**config.mk**
```make
export PLATFORM = sky130hd
export DESIGN_NAME = eth_pll_reconfig
export DESIGN_NICKNAME = d
export VERILOG_FILES = /design/src/rtl/eth_pll_reconfig.sv
export SDC_FILE = /design/constraint.sdc
export NUM_CORES = 1
export LEC_CHECK = 0
export ABC_CLOCK_PERIOD_IN_PS = 2050
export CORE_MARGIN = 2
export CORE_UTILIZATION = 40
export CTS_CLUSTER_DIAMETER = 200
export DETAILED_ROUTE_END_ITERATION = 7
export HOLD_SLACK_MARGIN = 0.06
export PLACE_DENSITY = 0.64
export SYNTH_ARGS = -nofsm -noshare
export SYNTH_HDL_FRONTEND = slang
export SYNTH_SLANG_ARGS = --single-unit
```
**constraint.sdc**
```tcl
create_clock -name mdclk -period 2.05 [get_ports mdclk]
set_input_delay 0.615 -clock mdclk [delete_from_list [all_inputs] [get_ports mdclk]]
set_output_delay 0.615 -clock mdclk [all_outputs]
set_load 0.03 [all_outputs]
```
**src/rtl/eth_pll_reconfig.sv**
```systemverilog
// Ethernet PLL dynamic-reconfiguration sequencer: MD-port byte writes/reads and relock with timeout.
// Optional lock-loss monitor enabled by defining ETH_PLL_RECONFIG_LOCKMON_EN.
module eth_pll_reconfig #(
    parameter int unsigned RD_LAT       = 2,
    parameter int unsigned RST_HOLD     = 16,
    parameter int unsigned LOCK_TIMEOUT = 65535
) (
    input  logic       mdclk,
    input  logic       reset,
    input  logic       cmd_valid,
    output logic       cmd_ready,
    input  logic [1:0] cmd_op,
    input  logic [7:0] cmd_addr,
    input  logic [7:0] cmd_wdata,
    output logic       rsp_valid,
    output logic [7:0] rsp_rdata,
    output logic       rsp_err,
    output logic       busy,
    output logic [1:0] mdopc,
    output logic       mdainc,
    output logic [7:0] mdwdi,
    input  logic [7:0] mdrdo,
    output logic       pll_reset,
    input  logic       pll_lock
`ifdef ETH_PLL_RECONFIG_LOCKMON_EN
    ,
    output logic       lock_lost,
    output logic [7:0] lock_loss_cnt
`endif
);

    typedef enum logic [2:0] {
        StIdle, StAddr, StWr, StRd, StRdWait, StRstAssert, StLockWait, StResp
    } state_e;

    localparam logic [19:0] RdLast   = 20'(RD_LAT - 1);
    localparam logic [19:0] HoldLast = 20'(RST_HOLD - 1);
    localparam logic [19:0] ToLast   = 20'(LOCK_TIMEOUT - 1);

    state_e      state_q, state_d;
    logic [1:0]  op_q, op_d;
    logic [7:0]  addr_q, addr_d;
    logic [7:0]  wdata_q, wdata_d;
    logic [7:0]  rdata_q, rdata_d;
    logic        err_q, err_d;
    logic [19:0] cnt_q, cnt_d;
    logic        lock_meta_q, lock_s_q, lock_prev_q;
    logic        lock_ok;

    logic        cmd_ready_q, rsp_valid_q, rsp_err_q, busy_q, pll_reset_q;
    logic [7:0]  rsp_rdata_q, mdwdi_q;
    logic [1:0]  mdopc_q;
    logic        cmd_ready_d, rsp_valid_d, rsp_err_d, busy_d, pll_reset_d;
    logic [7:0]  rsp_rdata_d, mdwdi_d;
    logic [1:0]  mdopc_d;

    // Synchronised lock must be seen high on two consecutive cycles.
    assign lock_ok = lock_s_q & lock_prev_q;

    always_comb begin
        state_d = state_q;
        op_d    = op_q;
        addr_d  = addr_q;
        wdata_d = wdata_q;
        rdata_d = rdata_q;
        err_d   = err_q;
        cnt_d   = cnt_q;
        case (state_q)
            StIdle: begin
                if (cmd_valid && cmd_ready_q) begin
                    op_d    = cmd_op;
                    addr_d  = cmd_addr;
                    wdata_d = cmd_wdata;
                    rdata_d = 8'h00;
                    err_d   = 1'b0;
                    cnt_d   = '0;
                    unique case (cmd_op)
                        2'd0, 2'd1: state_d = StAddr;
                        2'd2:       state_d = StRstAssert;
                        2'd3: begin
                            err_d   = 1'b1;
                            state_d = StResp;
                        end
                    endcase
                end
            end
            StAddr: state_d = (op_q == 2'd0) ? StWr : StRd;
            StWr:   state_d = StResp;
            StRd: begin
                cnt_d   = '0;
                state_d = StRdWait;
            end
            StRdWait: begin
                if (cnt_q == RdLast) begin
                    rdata_d = mdrdo;
                    state_d = StResp;
                end else begin
                    cnt_d = cnt_q + 20'd1;
                end
            end
            StRstAssert: begin
                if (cnt_q == HoldLast) begin
                    cnt_d   = '0;
                    state_d = StLockWait;
                end else begin
                    cnt_d = cnt_q + 20'd1;
                end
            end
            StLockWait: begin
                if (lock_ok) begin
                    state_d = StResp;
                end else if (cnt_q == ToLast) begin
                    err_d   = 1'b1;
                    state_d = StResp;
                end else begin
                    cnt_d = cnt_q + 20'd1;
                end
            end
            StResp:  state_d = StIdle;
            default: state_d = StIdle;
        endcase

        // Outputs are registered, so they are decoded from the next state.
        cmd_ready_d = (state_d == StIdle);
        busy_d      = (state_d != StIdle);
        rsp_valid_d = (state_d == StResp);
        rsp_rdata_d = (state_d == StResp) ? rdata_d : 8'h00;
        rsp_err_d   = (state_d == StResp) ? err_d : 1'b0;
        pll_reset_d = (state_d == StRstAssert);
        mdopc_d     = 2'b00;
        mdwdi_d     = 8'h00;
        case (state_d)
            StAddr: begin
                mdopc_d = 2'b11;
                mdwdi_d = addr_d;
            end
            StWr: begin
                mdopc_d = 2'b01;
                mdwdi_d = wdata_d;
            end
            StRd:    mdopc_d = 2'b10;
            default: ;
        endcase
    end

    always_ff @(posedge mdclk) begin
        if (reset) begin
            state_q     <= StIdle;
            op_q        <= 2'd0;
            addr_q      <= 8'h00;
            wdata_q     <= 8'h00;
            rdata_q     <= 8'h00;
            err_q       <= 1'b0;
            cnt_q       <= '0;
            lock_meta_q <= 1'b0;
            lock_s_q    <= 1'b0;
            lock_prev_q <= 1'b0;
            cmd_ready_q <= 1'b0;
            rsp_valid_q <= 1'b0;
            rsp_rdata_q <= 8'h00;
            rsp_err_q   <= 1'b0;
            busy_q      <= 1'b0;
            mdopc_q     <= 2'b00;
            mdwdi_q     <= 8'h00;
            pll_reset_q <= 1'b0;
        end else begin
            state_q     <= state_d;
            op_q        <= op_d;
            addr_q      <= addr_d;
            wdata_q     <= wdata_d;
            rdata_q     <= rdata_d;
            err_q       <= err_d;
            cnt_q       <= cnt_d;
            lock_meta_q <= pll_lock;
            lock_s_q    <= lock_meta_q;
            lock_prev_q <= lock_s_q;
            cmd_ready_q <= cmd_ready_d;
            rsp_valid_q <= rsp_valid_d;
            rsp_rdata_q <= rsp_rdata_d;
            rsp_err_q   <= rsp_err_d;
            busy_q      <= busy_d;
            mdopc_q     <= mdopc_d;
            mdwdi_q     <= mdwdi_d;
            pll_reset_q <= pll_reset_d;
        end
    end

    assign cmd_ready = cmd_ready_q;
    assign rsp_valid = rsp_valid_q;
    assign rsp_rdata = rsp_rdata_q;
    assign rsp_err   = rsp_err_q;
    assign busy      = busy_q;
    assign mdopc     = mdopc_q;
    assign mdainc    = 1'b0;
    assign mdwdi     = mdwdi_q;
    assign pll_reset = pll_reset_q;

`ifdef ETH_PLL_RECONFIG_LOCKMON_EN
    logic       armed_q, lock_lost_q;
    logic [7:0] loss_cnt_q;
    logic       relock_ok, lock_fell;

    assign relock_ok = (state_q == StLockWait) && lock_ok;
    // Only count drops once a relock has succeeded, and only while idle.
    assign lock_fell = armed_q && (state_q == StIdle) && lock_prev_q && !lock_s_q;

    always_ff @(posedge mdclk) begin
        if (reset) begin
            armed_q     <= 1'b0;
            lock_lost_q <= 1'b0;
            loss_cnt_q  <= 8'h00;
        end else if (relock_ok) begin
            armed_q     <= 1'b1;
            lock_lost_q <= 1'b0;
        end else if (lock_fell) begin
            lock_lost_q <= 1'b1;
            if (loss_cnt_q != 8'hFF) begin
                loss_cnt_q <= loss_cnt_q + 8'h01;
            end
        end
    end

    assign lock_lost     = lock_lost_q;
    assign lock_loss_cnt = loss_cnt_q;
`endif

endmodule

```
* Word-level counts from Yosys, hierarchy flattened
Cells that the tools add are included.
** Word-level totals
- Register bits :: 76
- Bits of input ports :: 30
- Output and inout bits :: 24
- Word-level logic and storage cells :: 82
** Operators by class
- Add/sub/neg operators :: 1
- Equality and inequality tests :: 22
- Muxes and demuxes :: 28
- Bitwise operators :: 2
- Reductions and logical operators :: 11
** Operators by type and width (number)
- 20-bit two-way mux :: 5
- 20-bit case mux with 5 select lines :: 1
- 8-bit two-way mux :: 6
- 8-bit case mux with 2 select lines :: 2
- 3-bit case mux with 8 select lines :: 1
- 20-bit by 1-bit adder with 20-bit output, second input constant :: 1
- 20-bit by 1-bit equality test with 1-bit output, second input constant :: 1
- 20-bit by 16-bit equality test with 1-bit output, second input constant :: 1
- 20-bit by 4-bit equality test with 1-bit output, second input constant :: 1
- 3-bit equality test, second input constant :: 6
- 3-bit two-way mux :: 5
- 3-bit by 2-bit equality test with 1-bit output, second input constant :: 4
- 3-bit case mux with 3 select lines :: 1
- 2-bit inequality test, second input constant :: 4
- 3-bit by 1-bit equality test with 1-bit output, second input constant :: 2
- 3-bit logical NOT :: 2
- 2-bit case mux with 3 select lines :: 1
- 1-bit two-way mux :: 5
- 5-bit AND reduction :: 1
- 5-bit nonzero test :: 1
- 2-bit equality test, second input constant :: 2
- 2-bit logical NOT :: 2
- 2-bit OR reduction :: 2
- 3-bit nonzero test :: 1
- other kinds (6) :: 6

* Logic depth before layout (Yosys ltp)
Gate-level depths: netlist of run 1.
- Depth in word-level cells :: 8
- Depth in mapped cells :: 9
- Depth with buffers taken out :: 7

* Least setup slack after synthesis of run 1
Ideal clock, no wire load.
- Path type :: register to register
- From :: register cnt_q[0]
- To :: register cnt_q[11]
- Arrival :: 1.992 ns
- Data required time :: 1.962 ns
- Path slack :: -0.030 ns
- Cell stages (with the launch flop) :: 8
- Clock period less this slack :: 2.080 ns
- Cells stage by stage :: dfxtp_1 ha_1 and3_4 and2_4 a21o_1 buf_2 or4_1 o32ai_2
** Between the ends
- Cells in the longest elaborated chain, start to end :: 4
- Elaborated cells between the ends (all ways) :: 12
** Ends and longest elaborated chain
- from (decl) :: line 46 : logic [19:0] cnt_q, cnt_d;
- from (signal assigned) :: line 173 : cnt_q <= cnt_d;
- 20-bit by 1-bit adder with 20-bit output :: line 98, 106, 116
- 20-bit two-way mux :: line 112 : end else if (cnt_q == ToLast) begin
- 20-bit two-way mux :: line 110 : if (lock_ok) begin
- 20-bit case mux with 5 select lines :: line 68 : case (state_q)
Parallel ways exist; a longest one is shown, timed or not. The select of a mux whose other input is x is not followed.
A chain may end at the register's enable or synchronous reset.

* Worst setup path after layout of run 1
- From :: register cnt_q[18]
- To :: register cnt_q[10]
** Between the ends
- Cells in the longest elaborated chain, start to end :: 3
- Elaborated cells between the ends (all ways) :: 8
** Ends and longest elaborated chain
- 20-bit by 4-bit equality test with 1-bit output, or another cell as far along :: line 102 : if (cnt_q == HoldLast) begin
- 20-bit two-way mux or 2-bit inequality test (tied branches)
- 20-bit case mux with 5 select lines or 5-bit AND reduction (tied branches)
Parallel ways exist; a longest one is shown, timed or not.

==> flow_summary_export.csv, run 1 <==
group,metric,value,unit
pwr,p_sw,2.08,mW
synth,yosysUniqueCellTypes,74,
pwr,comb_power_share,48.8,%
worst_hold_path,hold_depth,1,
die,ios,54,
synth,synth_most_common_cell,"dfxtp_1",
worst_setup_path,cp_data_arrival_time,2.28,ns
synth,yosysTopAreaCellShare,37.3,%
worst_hold_path,hp-start,"lock_meta_q$_SDFF_PP0_",
synth,synth_edf_count,0,
status,violations,"setup timing",
clock_tree,cts_tree,"done",
worst_setup_path,crit_top_cell,"buf_4",
routing,firstDrtPassIters,5,
run,drv_cap,0,
synth,synth-async-reset-ratio,0,%
pwr,power_density,1040,nW/um2
clock_tree,cts-root-buf,"clkbuf_8",
clock_tree,cts_sinks,68,
sta,final-setup-viol-count,1,
worst_setup_path,r2r-end,"cnt_q[10]$_SDFFE_PP0P_",
placement,place_hpwl,7540,um
placement,place_ws,-0.485,ns
routing,drc,0,
worst_setup_path,cp.buffers_inverters,3,
global_routing,grt_pass1_wl,17700,um
worst_hold_path,whs_endpoint,"lock_s_q$_SDFF_PP0_",
sta,rsz0062_at_grt,"true",
sta,timing.final.ws_setup,-0.00961,ns
routing,avgRoutedWirePerCell,17.0,um
synth,synth_top_flop_cell,"dfxtp_1",
die,start_util,41.6,%
placement,numPortBuffers,52,
worst_setup_path,crit_chain,"nor4_4, and4_4, buf_4, a2bb2oi_2, buf_12, o211ai_4, buf_4, o32ai_2",
pwr,internal_power,3.33,mW
synth,ys_seq_area_share,37.3,%
clock_tree,clock_path_buffers,2,
worst_setup_path,cp-end-kind,"register",
clock_tree,cts_buffers,9,
synth,syn_nets,457,
clock_tree,htree_levels,3,
global_routing,grt_max_degree,59,
worst_setup_path,worstReg2RegStart,"cnt_q[18]$_SDFFE_PP0P_",
die,die_h,99.5,um
final_layout,area_growth_syn_to_layout,43.0,%
sta,clock_skew,0.00771,ns
global_routing,grt.overflow.total,0,
sta,final-hold-violation-count,0,
synth,syn_inst,424,
worst_hold_path,hp-class,"register to register",
global_routing,antenna_found_initial,0,
clock_tree,path_clk_slew,0.08,ns
worst_setup_path,critPathLaunchType,"register",
synth,synth.cell_area,3650,um2
sta,max_freq,486,MHz
sta,period_minus_slack,2.06,ns
final_layout,drive_gt1_share,31.5,%
synth,synth_top_cells_by_area,"dfxtp_1, nand2_1, a21oi_1",
sta,period_share,100,%
die,rows,34,
worst_setup_path,cp_slowest_stage_delay,0.43,ns
die,coreArea,8760,um2
worst_setup_path,required,2.27,ns
final_layout,finish.net_count,571,
global_routing,grt_pass1_vias,3705,
synth,ys_top_cells_by_count,"dfxtp_1, nand2_1, a21oi_1",
pwr,leakage,1.86,nW
pwr,clockPowerShare,23.2,%
worst_setup_path,path_max_fanout,8,
placement,gp_congestion,0.915,
final_layout,antennaDiodeCount,0,
global_routing,grtUsageTotal,22.1,%
status,status,"complete, but fails checks",
routing,wl,11000,um
sta,hold_slack,0.449,ns
die,die_x,99.5,um
pwr,ir_drop,0.881,mV
worst_setup_path,critPathKind,"register to register",
synth,synth-seq-cells,68,
worst_setup_path,reg2reg_slack,-0.01,ns
routing,vias_per_cell,5.82,
clock_tree,clkLatencyLatePin,0.35,ns
worst_setup_path,cpMaxStageDelayCell,"nor4_4",
pwr,seq_power_share,28.0,%
die,dieArea,9900,um2
synth,ys_warn_count,0,
pwr,switching_share,38.4,%
routing,drt_iter0_drc,180,
worst_setup_path,crit_family,"simple AND/OR/NAND/NOR gates",
synth,synth_area_per_cell,8.60,um2
synth,post-synth-top-area-cell,"dfxtp_1",
sta,drv_slew,0,
routing,vias,3792,
routing,antenna_left,0,
worst_setup_path,r2r_cells,8,
[cell type report]
class | count | area (um2)
inverters | 11 | 41.3
well taps | 108 | 135
flip-flops and latches | 68 | 1380
fillers | 778 | 3550
clock buffers | 9 | 124
multi-input cells | 308 | 2190
clock inverters | 7 | 98.8
repair buffers | 140 | 1250
[cell families (layout without fill, tap and decap cells)]
family	after synthesis	in the layout	synth area share (%)
AO/OA/AOI/OAI	119	119	26.4
other	1	1	0.103
XOR/XNOR	1	1	0.240
buffers and inverters	48	167	6.90
flip-flops	68	68	37.3
AND/OR/NAND/NOR	184	184	28.0
adder cells (fa/ha/maj)	3	3	1.03
[flip-flops by register name, indices dropped and copies added (netlist names)]
signal,count
cnt_q,20
mdwdi,8
rdata_q,8
rsp_rdata,8
wdata_q,8
state_q,3
mdopc,2
op_q,2
busy,1
cmd_ready,1
err_q,1
lock_meta_q,1
lock_prev_q,1
lock_s_q,1
pll_reset,1
rsp_err,1
rsp_valid,1
[power groups by stage]
stage / sequential (mW) / combinational [mW] / clock [mW]
2_1_floorplan: 1.57 / 1.32 / 0
3_3_place_gp: 1.53 / 2.24 / 0
3_5_place_dp: 1.54 / 2.28 / 0
4_1_cts: 1.51 / 2.32 / 1.28
5_1_grt: 1.52 / 2.83 / 1.34
6_report: 1.51 / 2.64 / 1.26
[repair_timing]
action / 4_1_cts / 5_1_grt
hold buffers: 0 / 0
gates resized for setup: 7 / 37
setup buffers: 2 / 8
endpoints found under the setup margin: 22 / 41
pin swaps: 1 / 12
[stage by stage]
step	TNS (ns)	power, mW	instances	area [um2]	util, %
finish	-0.00961	5.41	651	5220	59.5
global route	-0.339	5.68	651	5220	59.5
CTS	0	5.11	643	4990	56.9
detailed placement	-15.77	3.81	625	4740	54.1
global placement	-13.57	3.78	625	4740	54.1
floorplan	0	2.89	424	3650	-
[per-layer routing]
metal | GRT usage [%] | routed length (um) | up-vias
li1 | - | - | 1822
met1 | 29.0 | 4930 | 1824
met2 | 36.0 | 5390 | 131
met3 | 3.87 | 551 | 15
met4 | 8.85 | 167 | 0
met5 | 0 | 0 | -
[worst max path at each step]
stage          slack [ns]                   start                endpoint  cells past startpoint
2_1_floorplan        0.02   cnt_q[0]$_SDFFE_PP0P_  cnt_q[11]$_SDFFE_PP0P_                      7
3_3_place_gp        -0.37               cmd_valid     mdwdi[1]$_SDFF_PP0_                      7
3_5_place_dp        -0.49               cmd_valid     mdwdi[4]$_SDFF_PP0_                      7
4_1_cts             0.002  cnt_q[16]$_SDFFE_PP0P_     mdwdi[4]$_SDFF_PP0_                      5
5_1_grt             -0.05   cnt_q[5]$_SDFFE_PP0P_  cnt_q[13]$_SDFFE_PP0P_                      7
6_report            -0.01  cnt_q[18]$_SDFFE_PP0P_  cnt_q[10]$_SDFFE_PP0P_                      8
[layout by cell type, fill, tap and decap left out, drive strengths merged, types with 12 or more instances in the layout]
| cell type | n |
|---|---|
| nor4 | 12 |
| nand2 | 59 |
| or4 | 12 |
| nor2 | 24 |
| a21oi | 32 |
| inv | 12 |
| dfxtp | 68 |
| nor3 | 15 |
| clkdlybuf4s50 | 49 |
| buf | 89 |
No activity file was read; power rests on OpenSTA's default activity.
==> inputs of run 2 (changes only) <==
- DONT_BUFFER_PORTS: unset -> 1
- PLACE_DENSITY: 0.64 -> 0.56
- SKIP_LAST_GASP: unset -> 1
==> flow_summary_export.csv, run 2 (synthesized netlist as in run 1, its figures left out) <==
group,metric,value,unit
final_layout,drive_gt1_share,29.1,%
clock_tree,cts-root-buf,"clkbuf_8",
worst_setup_path,cpMaxStageDelayCell,"dfxtp_4",
sta,period_share,97.3,%
die,ios,54,
final_layout,layout.cells.non_filler,578,
worst_setup_path,path_max_fanout,12,
global_routing,grt_pass1_vias,3310,
final_layout,finish.net_count,498,
clock_tree,cts_tree,"done",
sta,max-slew-margin-rel,66.1,%
clock_tree,cts_buffers,9,
placement,gp_congestion,0.950,
global_routing,met1_usage,28.0,%
die,die_x,99.5,um
pwr,switching_share,37.8,%
final_layout,top_register,"cnt_q",
worst_hold_path,hp-class,"input port to register",
routing,vias_per_cell,5.97,
global_routing,grt_pass1_wl,16500,um
sta,timing.final.ws_setup,0.0545,ns
run,drv_cap,0,
routing,firstDrtPassIters,6,
clock_tree,hold_buffers,0,
clock_tree,cts_sinks,68,
global_routing,grtUsageTotal,21.0,%
worst_setup_path,crit_family,"compound AO/OA/AOI/OAI gates",
pwr,ir_drop,0.873,mV
worst_setup_path,crit_chain,"nor4_4, buf_4, and4_4, buf_4, o2bb2ai_4, a21oi_1, a32o_1",
worst_setup_path,cp-end-kind,"register",
global_routing,antenna_found_initial,0,
sta,hold_slack,0.336,ns
routing,wl,10300,um
worst_setup_path,crit_top_cell,"buf_4",
die,die_h,99.5,um
pwr,comb_power_share,41.0,%
placement,place_hpwl,7130,um
worst_setup_path,required,2.28,ns
placement,numPortBuffers,0,
worst_setup_path,cp.buffers_inverters,2,
sta,tightest_slew,0.503,ns
pwr,seq_power_share,31.8,%
worst_setup_path,critPathKind,"register to register",
pwr,p_sw,1.87,mW
sta,clock_skew,0.00992,ns
global_routing,grt.overflow.total,0,
placement,dp.cells,555,
sta,max_freq,501,MHz
sta,final-hold-violation-count,0,
sta,final.setup.tns,0,ns
global_routing,grt_max_degree,72,
global_routing,top_usage_layer,"met2",
clock_tree,clkLatencyLatePin,0.35,ns
pwr,clockPowerShare,27.2,%
sta,drv_slew,0,
status,status,"complete, no violations",
sta,period_minus_slack,2.00,ns
routing,avgRoutedWirePerCell,17.8,um
clock_tree,htree_levels,3,
global_routing,use_met2,32.8,%
final_layout,n_fill_cell,829,
pwr,power_density,1110,nW/um2
placement,place_ws,0.00130,ns
die,start_util,41.6,%
final_layout,antennaDiodeCount,0,
pwr,internal_power,3.08,mW
die,coreArea,8760,um2
final_layout,largest_register_ffs,20,
clock_tree,clock_path_buffers,2,
global_routing,grtUsageMet3,6.47,%
routing,drt_iter0_drc,251,
worst_setup_path,cp_slowest_stage_delay,0.36,ns
die,dieArea,9900,um2
worst_setup_path,cp_data_arrival_time,2.23,ns
routing,drc,0,
final_layout,final_common_cell,"buf_4",
final_layout,area_growth_syn_to_layout,22.0,%
routing,antenna_left,0,
routing,vias,3453,
final_layout,final_cell_mix,"buf_4, nand2_1, dfxtp_1",
sta,final-setup-viol-count,0,
clock_tree,path_clk_slew,0.08,ns
die,rows,34,
pwr,leakage,1.52,nW
worst_setup_path,critPathLaunchType,"register",
[run 2: cell type report]
class / instances / area (um2) / area share (%)
multi-input combinational: 308 / 2100 / 47.1
inverter: 11 / 41.3 / 0.928
timing repair buffer: 67 / 561 / 12.6
clock buffer: 10 / 128 / 2.87
clock inverter: 6 / 111 / 2.50
tap: 108 / 135 / 3.04
sequential: 68 / 1380 / 31.0
[run 2: per-layer routing]
| metal | vias up | share of wire (%) |
|---|---|---|
| li1 | 1671 | - |
| met1 | 1645 | 44 |
| met2 | 125 | 47 |
| met3 | 12 | 8.1 |
| met4 | 0 | 1.4 |
| met5 | - | 0 |
[run 2: worst reg2reg max path: stages, from the launching register on]
cell and delay (ns):
dfxtp_4 0.36, nor4_4 0.25, buf_4 0.18, and4_4 0.26, buf_4 0.18, o2bb2ai_4 0.24
a21oi_1 0.14, a32o_1 0.28
[run 2: through the flow]
step	utilization [%]	cell area [um2]	total power, mW
final	50.8	4450	4.96
after global routing	50.8	4450	5.21
after CTS	49.3	4320	4.85
after detailed placement	46.5	4080	3.47
after global placement	46.5	4080	3.45
after floorplan	-	3650	2.89
[run 2: worst paths after layout]
path                                from                      to  slack [ns]  depth (start not counted)
hold reg to reg   lock_meta_q$_SDFF_PP0_     lock_s_q$_SDFF_PP0_        0.45                          1
setup / recovery  cnt_q[18]$_SDFFE_PP0P_  cnt_q[17]$_SDFFE_PP0P_        0.05                          7
hold / removal                     reset   wdata_q[5]$_SDFF_PP0_        0.34                          1
setup reg to reg  cnt_q[18]$_SDFFE_PP0P_  cnt_q[17]$_SDFFE_PP0P_        0.05                          7
[run 2: what timing repair did]
item / CTS / global route
setup endpoints to repair: 8 / 38
buffers inserted: 0 / 7
resized for setup: 1 / 27
pin swaps: 0 / 10
[run 2: power by group through the flow]
| stage | sequential, mW | clock (mW) | combinational (mW) |
|---|---|---|---|
| 6_report | 1.58 | 1.35 | 2.03 |
| 5_1_grt | 1.59 | 1.44 | 2.18 |
| 4_1_cts | 1.57 | 1.39 | 1.89 |
| 3_5_place_dp | 1.60 | 0 | 1.86 |
| 3_3_place_gp | 1.60 | 0 | 1.84 |
| 2_1_floorplan | 1.57 | 0 | 1.32 |
==> inputs of run 3 (changes only) <==
- CAP_MARGIN: unset -> 20
- SKIP_CTS_REPAIR_TIMING: unset -> 1
==> flow_summary_export.csv, run 3 (synthesized netlist as in run 1, its figures left out) <==
group,metric,value,unit
status,status,"complete, no violations",
final_layout,top_register,"cnt_q",
placement,place_hpwl,7130,um
global_routing,grt_max_degree,72,
clock_tree,cts_tree,"done",
sta,final-hold-violation-count,0,
final_layout,final_common_cell,"buf_4",
clock_tree,clkLatencyLatePin,0.35,ns
worst_setup_path,cp_data_arrival_time,2.23,ns
global_routing,antenna_found_initial,0,
final_layout,final_cell_mix,"buf_4, nand2_1, dfxtp_1",
clock_tree,path_clk_slew,0.08,ns
final_layout,finish.net_count,498,
sta,max_freq,501,MHz
sta,drv_slew,0,
final_layout,largest_register_ffs,20,
clock_tree,cts_buffers,9,
die,dieArea,9900,um2
worst_hold_path,hp-class,"input port to register",
clock_tree,cts-root-buf,"clkbuf_8",
global_routing,grt_pass1_vias,3307,
sta,max-slew-margin-rel,64.7,%
routing,avgRoutedWirePerCell,17.8,um
final_layout,drive_gt1_share,29.1,%
placement,dp.cells,555,
die,ios,54,
run,drv_cap,0,
final_layout,area_growth_syn_to_layout,22.0,%
global_routing,grt.overflow.total,0,
sta,final-setup-viol-count,0,
routing,drc,0,
final_layout,antennaDiodeCount,0,
placement,gp_congestion,0.950,
sta,tightest_slew,0.524,ns
die,die_x,99.5,um
final_layout,n_fill_cell,829,
worst_setup_path,cp-end-kind,"register",
pwr,ir_drop,0.876,mV
sta,period_share,97.4,%
clock_tree,cts_sinks,68,
worst_setup_path,path_max_fanout,12,
pwr,totalPowerFinal,4.96,mW
routing,vias,3460,
placement,numPortBuffers,0,
worst_setup_path,critPathKind,"register to register",
routing,firstDrtPassIters,7,
routing,wl,10300,um
die,rows,34,
die,start_util,41.6,%
die,die_h,99.5,um
sta,period_minus_slack,2.00,ns
routing,antenna_left,0,
die,coreArea,8760,um2
final_layout,layout.cells.non_filler,578,
pwr,leakage,1.52,nW
routing,drt_iter0_drc,239,
clock_tree,htree_levels,3,
sta,clock_skew,0.00975,ns
global_routing,grtUsageTotal,21.0,%
worst_setup_path,critPathLaunchType,"register",
routing,vias_per_cell,5.99,
clock_tree,clock_path_buffers,2,
pwr,power_density,1110,nW/um2
global_routing,grt_pass1_wl,16500,um
worst_setup_path,required,2.28,ns
[run 3: cell counts in the layout (fill, tap and decap cells not counted)]
No cell type changed its count.
[run 3: path summary, 6_finish.rpt]
kind / depth (start not counted) / to / slack (ns) / start
worst max-delay path: 7 / cnt_q[17]$_SDFFE_PP0P_ / 0.05 / cnt_q[18]$_SDFFE_PP0P_
worst min-delay path: 1 / wdata_q[2]$_SDFF_PP0_ / 0.34 / reset
worst max register to register: 7 / cnt_q[17]$_SDFFE_PP0P_ / 0.05 / cnt_q[18]$_SDFFE_PP0P_
worst min register to register: 1 / lock_s_q$_SDFF_PP0_ / 0.45 / lock_meta_q$_SDFF_PP0_
[run 3: report_power, final]
group          total (mW)  switching [mW]  internal, mW
sequential           1.58           0.158          1.42
clock                1.35           0.541         0.811
combinational        2.03            1.18         0.855
total                4.96            1.88          3.08
[run 3: area by class of cell]
cell class / count / area (um2) / share of cell area [%]
clock buffers: 10 / 128 / 2.87
clock inverters: 6 / 111 / 2.50
multi-input cells: 308 / 2100 / 47.1
repair buffers: 67 / 561 / 12.6
well taps: 108 / 135 / 3.04
flip-flops and latches: 68 / 1380 / 31.0
inverters: 11 / 41.3 / 0.928
[run 3: stage by stage]
stage | instance area [um2] | setup TNS (ns) | utilization [%] | setup WS [ns] | hold WS, ns
floorplan | 3650 | 0 | - | 0.0190 | 0.414
global placement | 4080 | 0 | 46.5 | 0.0185 | 0.441
detailed placement | 4080 | 0 | 46.5 | 0.00130 | 0.446
CTS | 4310 | -0.122 | 49.2 | -0.0445 | 0.312
global route | 4450 | -0.00457 | 50.8 | -0.00435 | 0.309
finish | 4450 | 0 | 50.8 | 0.0540 | 0.338
[run 3: worst max-delay path, cell delays in order, from the launching register on]
cell and delay (ns):
dfxtp_4 0.36, nor4_4 0.25, buf_4 0.18, and4_4 0.26, buf_4 0.18, o2bb2ai_4 0.24, a21oi_1 0.13, a32o_1 0.27
[run 3: routing by layer]
metal	wire [um]	share of wire [%]	vias up	GRT usage, %
met4	136	1.3	0	5.90
met2	4810	47	105	32.8
met1	4700	46	1673	28.0
met5	0	0	-	0
met3	659	6.4	12	6.47
li1	-	-	1670	-
